`src/rtl/ram_port_arbiter_if.sv`:
```
// ram_port_arbiter_if: requester handshakes and the single RAM port
// shared by ram_port_arbiter and its environment.
interface ram_port_arbiter_if #(
    parameter int WIDTH    = 8,
    parameter int DEPTHBIT = 4
);
    logic                req0, req1;
    logic                we0, we1;
    logic [DEPTHBIT-1:0] addr0, addr1;
    logic [WIDTH-1:0]    wdata0, wdata1;
    logic                gnt0, gnt1;
    logic [WIDTH-1:0]    rdata0, rdata1;
    logic                rvalid0, rvalid1;
    logic [DEPTHBIT-1:0] ram_addr;
    logic [WIDTH-1:0]    ram_wdata;
    logic                ram_we;
    logic [WIDTH-1:0]    ram_rdata;

    modport slave (
        input  req0, req1, we0, we1, addr0, addr1, wdata0, wdata1, ram_rdata,
        output gnt0, gnt1, rdata0, rdata1, rvalid0, rvalid1, ram_addr, ram_wdata, ram_we
    );

    modport master (
        output req0, req1, we0, we1, addr0, addr1, wdata0, wdata1, ram_rdata,
        input  gnt0, gnt1, rdata0, rdata1, rvalid0, rvalid1, ram_addr, ram_wdata, ram_we
    );
endinterface

```
`src/rtl/ram_port_arbiter.sv`:
```
// ram_port_arbiter: round-robin sharing of one RAM port between two requesters,
// with registered grant/command and per-requester registered read data.
module ram_port_arbiter #(
    parameter int WIDTH    = 8,
    parameter int DEPTHBIT = 4
) (
    input logic              clk,
    input logic              rst_n,
    ram_port_arbiter_if.slave bus
);
    logic                ptr;
    logic                elig0, elig1, pick0, pick1, pick, sel_we;
    logic [DEPTHBIT-1:0] sel_addr;
    logic [WIDTH-1:0]    sel_wdata;
    logic                rd_done0, rd_done1;

    // A requester whose grant is showing this cycle still holds req; mask it.
    always_comb begin
        elig0     = bus.req0 & ~bus.gnt0;
        elig1     = bus.req1 & ~bus.gnt1;
        pick0     = elig0 & (~elig1 | ~ptr);
        pick1     = elig1 & ~pick0;
        pick      = pick0 | pick1;
        sel_we    = pick1 ? bus.we1 : bus.we0;
        sel_addr  = pick1 ? bus.addr1 : bus.addr0;
        sel_wdata = pick1 ? bus.wdata1 : bus.wdata0;
        rd_done0  = bus.gnt0 & ~bus.ram_we;
        rd_done1  = bus.gnt1 & ~bus.ram_we;
    end

    always_ff @(posedge clk) begin
        if (!rst_n) begin
            ptr           <= 1'b0;
            bus.gnt0      <= 1'b0;
            bus.gnt1      <= 1'b0;
            bus.ram_we    <= 1'b0;
            bus.ram_addr  <= '0;
            bus.ram_wdata <= '0;
            bus.rvalid0   <= 1'b0;
            bus.rvalid1   <= 1'b0;
            bus.rdata0    <= '0;
            bus.rdata1    <= '0;
        end else begin
            bus.gnt0    <= pick0;
            bus.gnt1    <= pick1;
            bus.ram_we  <= pick & sel_we;
            bus.rvalid0 <= rd_done0;
            bus.rvalid1 <= rd_done1;
            if (pick) begin
                ptr           <= pick0;
                bus.ram_addr  <= sel_addr;
                bus.ram_wdata <= sel_wdata;
            end
            if (rd_done0) bus.rdata0 <= bus.ram_rdata;
            if (rd_done1) bus.rdata1 <= bus.ram_rdata;
        end
    end
endmodule

```
`src/flat_wrapper.sv`:
```
// flat-port wrapper written by rule: the top's interface ports become plain ports
module ram_port_arbiter_flat 
#(
    parameter int WIDTH    = 8,
    parameter int DEPTHBIT = 4
)
  (clk, rst_n, bus_req0, bus_req1, bus_we0, bus_we1, bus_addr0, bus_addr1, bus_wdata0, bus_wdata1, bus_ram_rdata, bus_gnt0, bus_gnt1, bus_rdata0, bus_rdata1, bus_rvalid0, bus_rvalid1, bus_ram_addr, bus_ram_wdata, bus_ram_we);
  ram_port_arbiter_if #(.WIDTH(WIDTH), .DEPTHBIT(DEPTHBIT)) bus_i ();
  input logic clk;
  input logic rst_n;
  input wire logic [$bits(bus_i.req0)-1:0] bus_req0;
  input wire logic [$bits(bus_i.req1)-1:0] bus_req1;
  input wire logic [$bits(bus_i.we0)-1:0] bus_we0;
  input wire logic [$bits(bus_i.we1)-1:0] bus_we1;
  input wire logic [$bits(bus_i.addr0)-1:0] bus_addr0;
  input wire logic [$bits(bus_i.addr1)-1:0] bus_addr1;
  input wire logic [$bits(bus_i.wdata0)-1:0] bus_wdata0;
  input wire logic [$bits(bus_i.wdata1)-1:0] bus_wdata1;
  input wire logic [$bits(bus_i.ram_rdata)-1:0] bus_ram_rdata;
  output wire logic [$bits(bus_i.gnt0)-1:0] bus_gnt0;
  output wire logic [$bits(bus_i.gnt1)-1:0] bus_gnt1;
  output wire logic [$bits(bus_i.rdata0)-1:0] bus_rdata0;
  output wire logic [$bits(bus_i.rdata1)-1:0] bus_rdata1;
  output wire logic [$bits(bus_i.rvalid0)-1:0] bus_rvalid0;
  output wire logic [$bits(bus_i.rvalid1)-1:0] bus_rvalid1;
  output wire logic [$bits(bus_i.ram_addr)-1:0] bus_ram_addr;
  output wire logic [$bits(bus_i.ram_wdata)-1:0] bus_ram_wdata;
  output wire logic [$bits(bus_i.ram_we)-1:0] bus_ram_we;
  assign bus_i.req0 = bus_req0;
  assign bus_i.req1 = bus_req1;
  assign bus_i.we0 = bus_we0;
  assign bus_i.we1 = bus_we1;
  assign bus_i.addr0 = bus_addr0;
  assign bus_i.addr1 = bus_addr1;
  assign bus_i.wdata0 = bus_wdata0;
  assign bus_i.wdata1 = bus_wdata1;
  assign bus_i.ram_rdata = bus_ram_rdata;
  assign bus_gnt0 = bus_i.gnt0;
  assign bus_gnt1 = bus_i.gnt1;
  assign bus_rdata0 = bus_i.rdata0;
  assign bus_rdata1 = bus_i.rdata1;
  assign bus_rvalid0 = bus_i.rvalid0;
  assign bus_rvalid1 = bus_i.rvalid1;
  assign bus_ram_addr = bus_i.ram_addr;
  assign bus_ram_wdata = bus_i.ram_wdata;
  assign bus_ram_we = bus_i.ram_we;
  ram_port_arbiter #(.WIDTH(WIDTH), .DEPTHBIT(DEPTHBIT)) u_core (.clk(clk), .rst_n(rst_n), .bus(bus_i));
endmodule
```
`config.mk`:
```
export PLATFORM = sky130hd
export DESIGN_NAME = ram_port_arbiter_flat
export DESIGN_NICKNAME = d
export VERILOG_FILES = /design/src/rtl/ram_port_arbiter_if.sv /design/src/rtl/ram_port_arbiter.sv /design/src/flat_wrapper.sv
export SDC_FILE = /design/constraint.sdc
export NUM_CORES = 1
export LEC_CHECK = 0
export BUFFER_PORTS_ARGS = -buffer_cell sky130_fd_sc_hd__buf_2
export CORE_UTILIZATION = 42
export CTS_BUF_LIST = sky130_fd_sc_hd__clkbuf_8 sky130_fd_sc_hd__clkbuf_16
export DETAILED_ROUTE_END_ITERATION = 8
export PLACE_DENSITY = 0.8
export SLEW_MARGIN = 20
export SYNTH_ARGS = -nofsm -noshare
export SYNTH_HDL_FRONTEND = slang
export SYNTH_SLANG_ARGS = --single-unit
```
`constraint.sdc`:
```
create_clock -name clk -period 1.2 [get_ports clk]
set_input_delay 0 -clock clk [delete_from_list [all_inputs] [get_ports clk]]
set_output_delay 0 -clock clk [all_outputs]
set_load 0.05 [all_outputs]
```
==> impl_results.md, run 1 <==
- Status: finished with violations
- Failing checks: negative setup slack
- Period utilization: 104%
- GR peak layer: met2
- Clock skew: 2.74 ps
- Setup ws final: -46.9 ps
- Share of the synthesized area in the top cell type: 42.5%
- Crit end category: flip-flop
- Cell taking the most area after synthesis: dfxtp_1
- Initial core utilization: 43.7%
- Final wirelength: approximately 4200 um
- Grt total ovfl: 0
- DR pass1 iterations: 4
- WP data arrival: 1400 ps
- Largest net degree at the start of global routing: 28
- Dpl ws: -47.0 ps
- Fmax achieved: approximately 800 MHz
- Leakage power: 1.08 nW
- H-tree depth: 2
- Worst Hold Class: input port to flip-flop
- Post-Syn Area: 1600 sq um
- Max cap viols: 0
- Final nets: 304
- Worst slew pin tran: 335 ps
- Final hold vios: 0
- Num CTS Buffers: 5
- Vias: ~1.6k
- Initial antenna violation count: 0
- Min Clock Period, post-route: 1250 ps
- Total core area: 3660 sq um
- Tot Pwr: 3.33 mW
- DRC viols: 0
- Post-DP HPWL: 2560 um
- Clock buffer depth: 2
- Die W: 63.8 um
- Warnings from Yosys: 0
- Worst EP required: roughly 1400 ps
- Crit Path Max Fanout: 12
- Post-DR wirelength/cell: 13.5 um
- Gpl congestion: 0.758
- Ys async rst share: 0%
- N_diodes: 0
- I/O pin count: 71
- Power Density: about 1400 nW/um^2
- Vias in the first global route: 1521
- Clock transition at the registers of the reported paths: 70 ps
- Syn Area/Cell: 9.53 sq um
- Root Buffer: clkbuf_8
- Post-synthesis register bit count: 34
- CTS Sinks: 34
- Met2 GRT Util: 38.0%
- Worst-skew pair later-pin latency: roughly 280 ps
- Final Setup Violations: 12
- Relative slew slack: 77.7%
- Met1 Use GR: 26.0%
- Final Max Slew Viols: 0
- WS Path Type: flip-flop to flip-flop
- CTS tree: built
- Final Instance Area: 2440 sq um
- Area contributors post-synth: dfxtp_1 43%, o221ai_2 9.4%, a21boi_0 8.0%, nand2_1 8.0%, clkbuf_8 6.9%
- Syn Inst Count: 168
- Synth unique cells: 23
- Unrepaired setup endpoints after global routing: yes
- Die H: 63.8 um
- Post-DRT Antenna Nets: 0
- First-pass GRT wire length: 6930 um
- Total track usage: 22.1%
- DR vias/cell: 5.00
- Cell row count: 22
- Die ar.: 4060 sq um
- IO Port Bufs: 70
- Critical Path Start Type: flip-flop
- Sequential area share after synthesis: 42.5%
- DR iter-0 viols: 117
- Most used DFF post-synth: dfxtp_1
- DP Area: 1980 sq um
- VDD IR max: approximately 700 uV
- Area Overhead vs Synth: 52.2%
- Met3 Use GR: 5.18%
- Post-synthesis net count: 206
- Number of synthesized flops with an enable pin: 0
- Layout cells sized above 1: between 40% and 50%
-- power breakdown --
group	internal, mW	switching, mW	leakage [nW]
Clock	0.802	0.409	0.0696
Sequential	1.21	0.0371	0.281
Combinational	0.334	0.536	0.725
-- registers in the layout, indices dropped and copies added (netlist names) --
signal                cells
u_core.ptr                1
u_core.bus.ram_we         1
u_core.bus.gnt0           1
u_core.bus.rdata0         8
u_core.bus.ram_wdata      8
u_core.bus.gnt1           1
u_core.bus.rvalid0        1
u_core.bus.rvalid1        1
u_core.bus.rdata1         8
u_core.bus.ram_addr       4
-- cell families (layout without fill, tap and decap cells) --
logic type             after synthesis  in the layout  share of synthesized area [%]
buffers and inverters               29            128                           13.2
DFF                                 34             34                           42.5
AOI/OAI and AO/OA                   45             45                           25.6
and+or+nand+nor                     60             60                           18.7
-- through the flow --
step | setup TNS, ps | utilization (%) | hold WS, ps | instances
after floorplan | -1670 | - | 134 | 168
after global placement | -201 | 54.1 | 240 | 282
after detailed placement | -342 | 54.1 | 249 | 282
after CTS | -158 | 66.3 | 42.7 | 315
after global routing | -733 | 66.6 | 47.0 | 315
final | -253 | 66.6 | 42.2 | 315
-- cells in the final DEF, fill, tap and decap left out, types with 2 or more instances in the layout --
| cell type | n |
|---|---|
| o211ai_1 | 12 |
| clkbuf_8 | 6 |
| a21boi_0 | 15 |
| nor2b_1 | 2 |
| inv_1 | 12 |
| dfxtp_1 | 30 |
| nand2_1 | 34 |
| o221ai_2 | 11 |
| nand2b_1 | 2 |
| dfxtp_4 | 2 |
| buf_2 | 70 |
| buf_12 | 2 |
| buf_6 | 3 |
| buf_4 | 11 |
| dfxtp_2 | 2 |
| dlygate4sd3_1 | 20 |
| and2_1 | 2 |
| nand4_1 | 12 |
-- what timing repair did --
item,4_1_cts,5_1_grt
hold buffers,20,0
endpoints found under the setup margin,13,15
pin swaps,9,3
buffers inserted,3,0
resized for setup,9,4
cloned,2,0
hold endpoints to repair,28,0
-- worst max-delay path, cell delays in order, from the launching register on --
cell      delay, ps
dfxtp_4         340
or3b_4          390
buf_6           160
nand4_1         110
o221ai_2        110
-- worst paths after layout --
kind,cells past startpoint,to,slack (ps),start
worst min register to register,2,u_core.bus.rdata1[6]$_SDFFE_PN0P_,460,u_core.bus.rdata1[6]$_SDFFE_PN0P_
worst max-delay path,4,u_core.bus.ram_wdata[3]$_SDFFE_PN0P_,-50,u_core.bus.gnt0$_SDFF_PN0_
worst max register to register,4,u_core.bus.ram_wdata[3]$_SDFFE_PN0P_,-50,u_core.bus.gnt0$_SDFF_PN0_
worst min-delay path,3,u_core.bus.ram_wdata[1]$_SDFFE_PN0P_,40,bus_wdata0[1]
-- synthesized netlist by cell type (2+ instances only) --
master / n
inv_1: 12
buf_6: 3
nand2b_1: 3
nand2_1: 34
nor2b_1: 3
nand4_1: 12
o221ai_2: 10
a21oi_1: 2
and2_1: 2
clkbuf_1: 6
dfxtp_1: 34
o211ai_1: 12
clkbuf_8: 8
a21boi_0: 17
o221ai_1: 2
-- layout make-up --
class,instances,area [sq um]
fillers,282,1220
flip-flops and latches,34,691
repair buffers,108,767
inverters,12,45.0
clock inverters,1,30.0
clock buffers,7,108
multi-input cells,105,737
well taps,48,60.1
-- routing by layer --
metal / share of wire [%] / wire [um] / up-vias
met2: 50 / 2140 / 52
met4: 2.0 / 86 / 0
met1: 43 / 1840 / 723
li1: - / - / 791
met3: 4.2 / 178 / 8
met5: 0 / 0 / -
No activity file was read; power rests on OpenSTA's default activity.
==> run 2: changes to the inputs <==
Settings changed: ABC_CLOCK_PERIOD_IN_PS set to 1200, CTS_BUF_LIST sky130_fd_sc_hd__clkbuf_8 sky130_fd_sc_hd__clkbuf_16 to not set, RECOVER_POWER set to 50.
==> run 2 against run 1 <==
The flow still finishes with violations (negative setup slack). Sequential cell count stayed put. Clock power about the same. Highest routed layer unchanged. Wire length unchanged. Maximum frequency increased by 0.14%. Count of clock-buffer cells in the layout stayed put. Critical path depth unchanged. Hold slack better by 1.6 ps. Critical path type unchanged. Sequential power about the same. Clock skew rose by 0.56 ps. Combinational power is 0.5% lower. Largest cell class unchanged. Die area unchanged. First-iteration DRC count down 15%.
==> impl_results.md, run 2 (synthesis gave the netlist of run 1 again) <==
- Fmax achieved: 803 MHz (was 802 MHz)
- Die H: 63.8 um (unchanged)
- Worst R2R Path Depth: 4 (unchanged)
- Cell breakdown of the critical path: or3b_4, buf_6, nand4_1, o221ai_2 (unchanged)
- WP data arrival: 1400 ps (about the same)
- Biggest regs: u_core.bus.ram_wdata x8, u_core.bus.rdata0 x8, u_core.bus.rdata1 x8 (unchanged)
- Final Setup Violations: 12 (unchanged)
- I/O pin count: 71 (unchanged)
- Gpl congestion: 0.758 (unchanged)
- Period utilization: 104% (about the same)
- Largest net degree at the start of global routing: 28 (unchanged)
- Fillers: 282 (unchanged)
- Setup ws final: -45.2 ps (was -46.9 ps)
- IO Port Bufs: 70 (unchanged)
- Hold_ws: 43.8 ps (was 42.2 ps)
- DP Area: 1980 sq um (unchanged)
- Area Overhead vs Synth: 52.0% (was 52.2%)
- Crit Path Max Fanout: 12 (unchanged)
- Initial antenna violation count: 0 (unchanged)
- Max cap viols: 0 (unchanged)
- Worst slew pin tran: 602 ps (was 335 ps)
- Die ar.: 4060 sq um (unchanged)
- Num CTS Buffers: 5 (unchanged)
- Slowest stage delay, CP: 390 ps (about the same)
- DR iter-0 viols: 100 (was 117)
- Met2 GRT Util: 38.0% (unchanged)
- Relative slew slack: 60.1% (was 77.7%)
- DR pass1 iterations: 4 (unchanged)
- Cell row count: 22 (unchanged)
- Post-DP HPWL: 2560 um (unchanged)
- N_diodes: 0 (unchanged)
- Worst EP required: 1350 ps (about the same)
- WHS Path Cells: 3 (unchanged)
- Vias: 1568 (was 1574)
- Post-DRT Antenna Nets: 0 (unchanged)
- Final Max Slew Viols: 0 (unchanged)
- Met1 Use GR: 26.0% (unchanged)
- DRC viols: 0 (unchanged)
- Vias in the first global route: 1521 (unchanged)
- GR peak layer: met2 (unchanged)
- Unrepaired setup endpoints after global routing: yes (unchanged)
- Clock buffer depth: 2 (unchanged)
- Failing checks: negative setup slack (unchanged)
- Power Density: 1370 nW/um^2 (about the same)
- Root Buffer: clkbuf_8 (unchanged)
- Most frequent cells in the layout: 44 x buf_2, 34 x nand2_1, 30 x dfxtp_1, 24 x clkbuf_2, 20 x dlygate4sd3_1 (was 70 x buf_2, 34 x nand2_1, 30 x dfxtp_1, 20 x dlygate4sd3_1, 15 x a21boi_0)
- First-pass GRT wire length: 6930 um (unchanged)
- RR Startpoint: u_core.bus.gnt0$_SDFF_PN0_ (unchanged)
- Clock transition at the registers of the reported paths: 70 ps (about the same)
- WS Path Type: flip-flop to flip-flop (unchanged)
- Critical Path Start Type: flip-flop (unchanged)
- Final hold vios: 0 (unchanged)
- CTS Sinks: 34 (unchanged)
- Initial core utilization: 43.7% (unchanged)
- Total track usage: 22.1% (unchanged)
- Final nets: 304 (unchanged)
- Commonest non-fill, non-tap cell in the layout: buf_2 (unchanged)
- Flop2flop setup slack: -50 ps (about the same)
- Setup TNS: -250 ps (was -253 ps)
- Grt total ovfl: 0 (unchanged)
- CP max-delay cell: or3b_4 (unchanged)
- Status: finished with violations (unchanged)
- Met3 Use GR: 5.18% (unchanged)
- Leakage power: 1.05 nW (was 1.08 nW)
- Die W: 63.8 um (unchanged)
- Clock skew: 3.30 ps (was 2.74 ps)
- Worst R2R End: u_core.bus.ram_wdata[3]$_SDFFE_PN0P_ (unchanged)
- CTS tree: built (unchanged)
- DR vias/cell: 4.98 (was 5.00)
- Layout cells sized above 1: 44.6% (was 45.3%)
- Min Clock Period, post-route: 1250 ps (about the same)
- Worst Hold Class: input port to flip-flop (unchanged)
- Hold EP: u_core.bus.ram_wdata[1]$_SDFFE_PN0P_ (unchanged)
- Post-DR wirelength/cell: 13.5 um (unchanged)
- Final Instance Area: 2430 sq um (was 2440 sq um)
- Tot Pwr: 3.32 mW (was 3.33 mW)
- VDD IR max: 688 uV (was 681 uV)
- Worst-skew pair later-pin latency: 280 ps (about the same)
- H-tree depth: 2 (unchanged)
- Final wirelength: 4250 um (unchanged)
- Total core area: 3660 sq um (unchanged)
- Worst Hold Launch: bus_wdata0[1] (unchanged)
- Crit end category: flip-flop (unchanged)
[run 2: power by group]
group / leakage, nW / internal (mW) / switching, mW
Combinational: 0.701 / 0.330 / 0.536
Sequential: 0.281 / 1.21 / 0.0399
Clock: 0.0696 / 0.802 / 0.408
[run 2: how the worst max path moves through the flow]
| stage | from | to | slack, ps | cells after the start |
|---|---|---|---|---|
| after floorplan | u_core.bus.gnt0$_SDFF_PN0_ | u_core.bus.ram_addr[2]$_SDFFE_PN0P_ | -150 | 5 |
| after global placement | u_core.bus.gnt0$_SDFF_PN0_ | u_core.bus.ram_we$_SDFF_PN0_ | -30 | 4 |
| after detailed placement | u_core.bus.gnt0$_SDFF_PN0_ | u_core.bus.ram_we$_SDFF_PN0_ | -50 | 4 |
| after CTS | u_core.ptr$_SDFFE_PN0P_ | u_core.bus.ram_we$_SDFF_PN0_ | -30 | 4 |
| after global routing | u_core.ptr$_SDFFE_PN0P_ | u_core.bus.ram_wdata[3]$_SDFFE_PN0P_ | -90 | 4 |
| final | u_core.bus.gnt0$_SDFF_PN0_ | u_core.bus.ram_wdata[3]$_SDFFE_PN0P_ | -50 | 4 |
[run 2: timing repair]
item                                    4_1_cts  5_1_grt
hold buffers                                 20        0
resized for setup                             9        4
pin swaps                                     9        3
endpoints found under the hold margin        28        0
buffers inserted                              3        0
endpoints found under the setup margin       13       15
cloned                                        2        0
[run 2: worst max-delay path, delay by kind of cell, from the launching register on]
family                 cells  cell delay (ps)
buffers and inverters      1              160
and+or+nand+nor            2              500
DFF                        1              340
AOI/OAI and AO/OA          1              110
[run 2: metrics by stage]
stage	utilization (%)	cells	worst slack, ps
floorplan	-	168	-154
global placement	54.1	282	-30.8
detailed placement	54.1	282	-47.0
CTS	66.3	315	-34.8
global route	66.5	315	-86.9
finish	66.5	315	-45.2
[run 2: area by class of cell]
| class | instances | area [sq um] | share of cell area [%] |
|---|---|---|---|
| Timing Repair Buffer | 108 | 764 | 31.4 |
| Multi-Input combinational cell | 105 | 737 | 30.3 |
| Sequential cell | 34 | 691 | 28.4 |
| Clock buffer | 7 | 108 | 4.42 |
| Tap cell | 48 | 60.1 | 2.47 |
| Inverter | 12 | 45.0 | 1.85 |
| Clock inverter | 1 | 30.0 | 1.23 |
[run 2: per-layer routing]
layer | up-vias | routed length [um]
met5 | - | 0
met4 | 0 | 86
met3 | 8 | 161
met2 | 50 | 2110
met1 | 718 | 1880
li1 | 792 | -
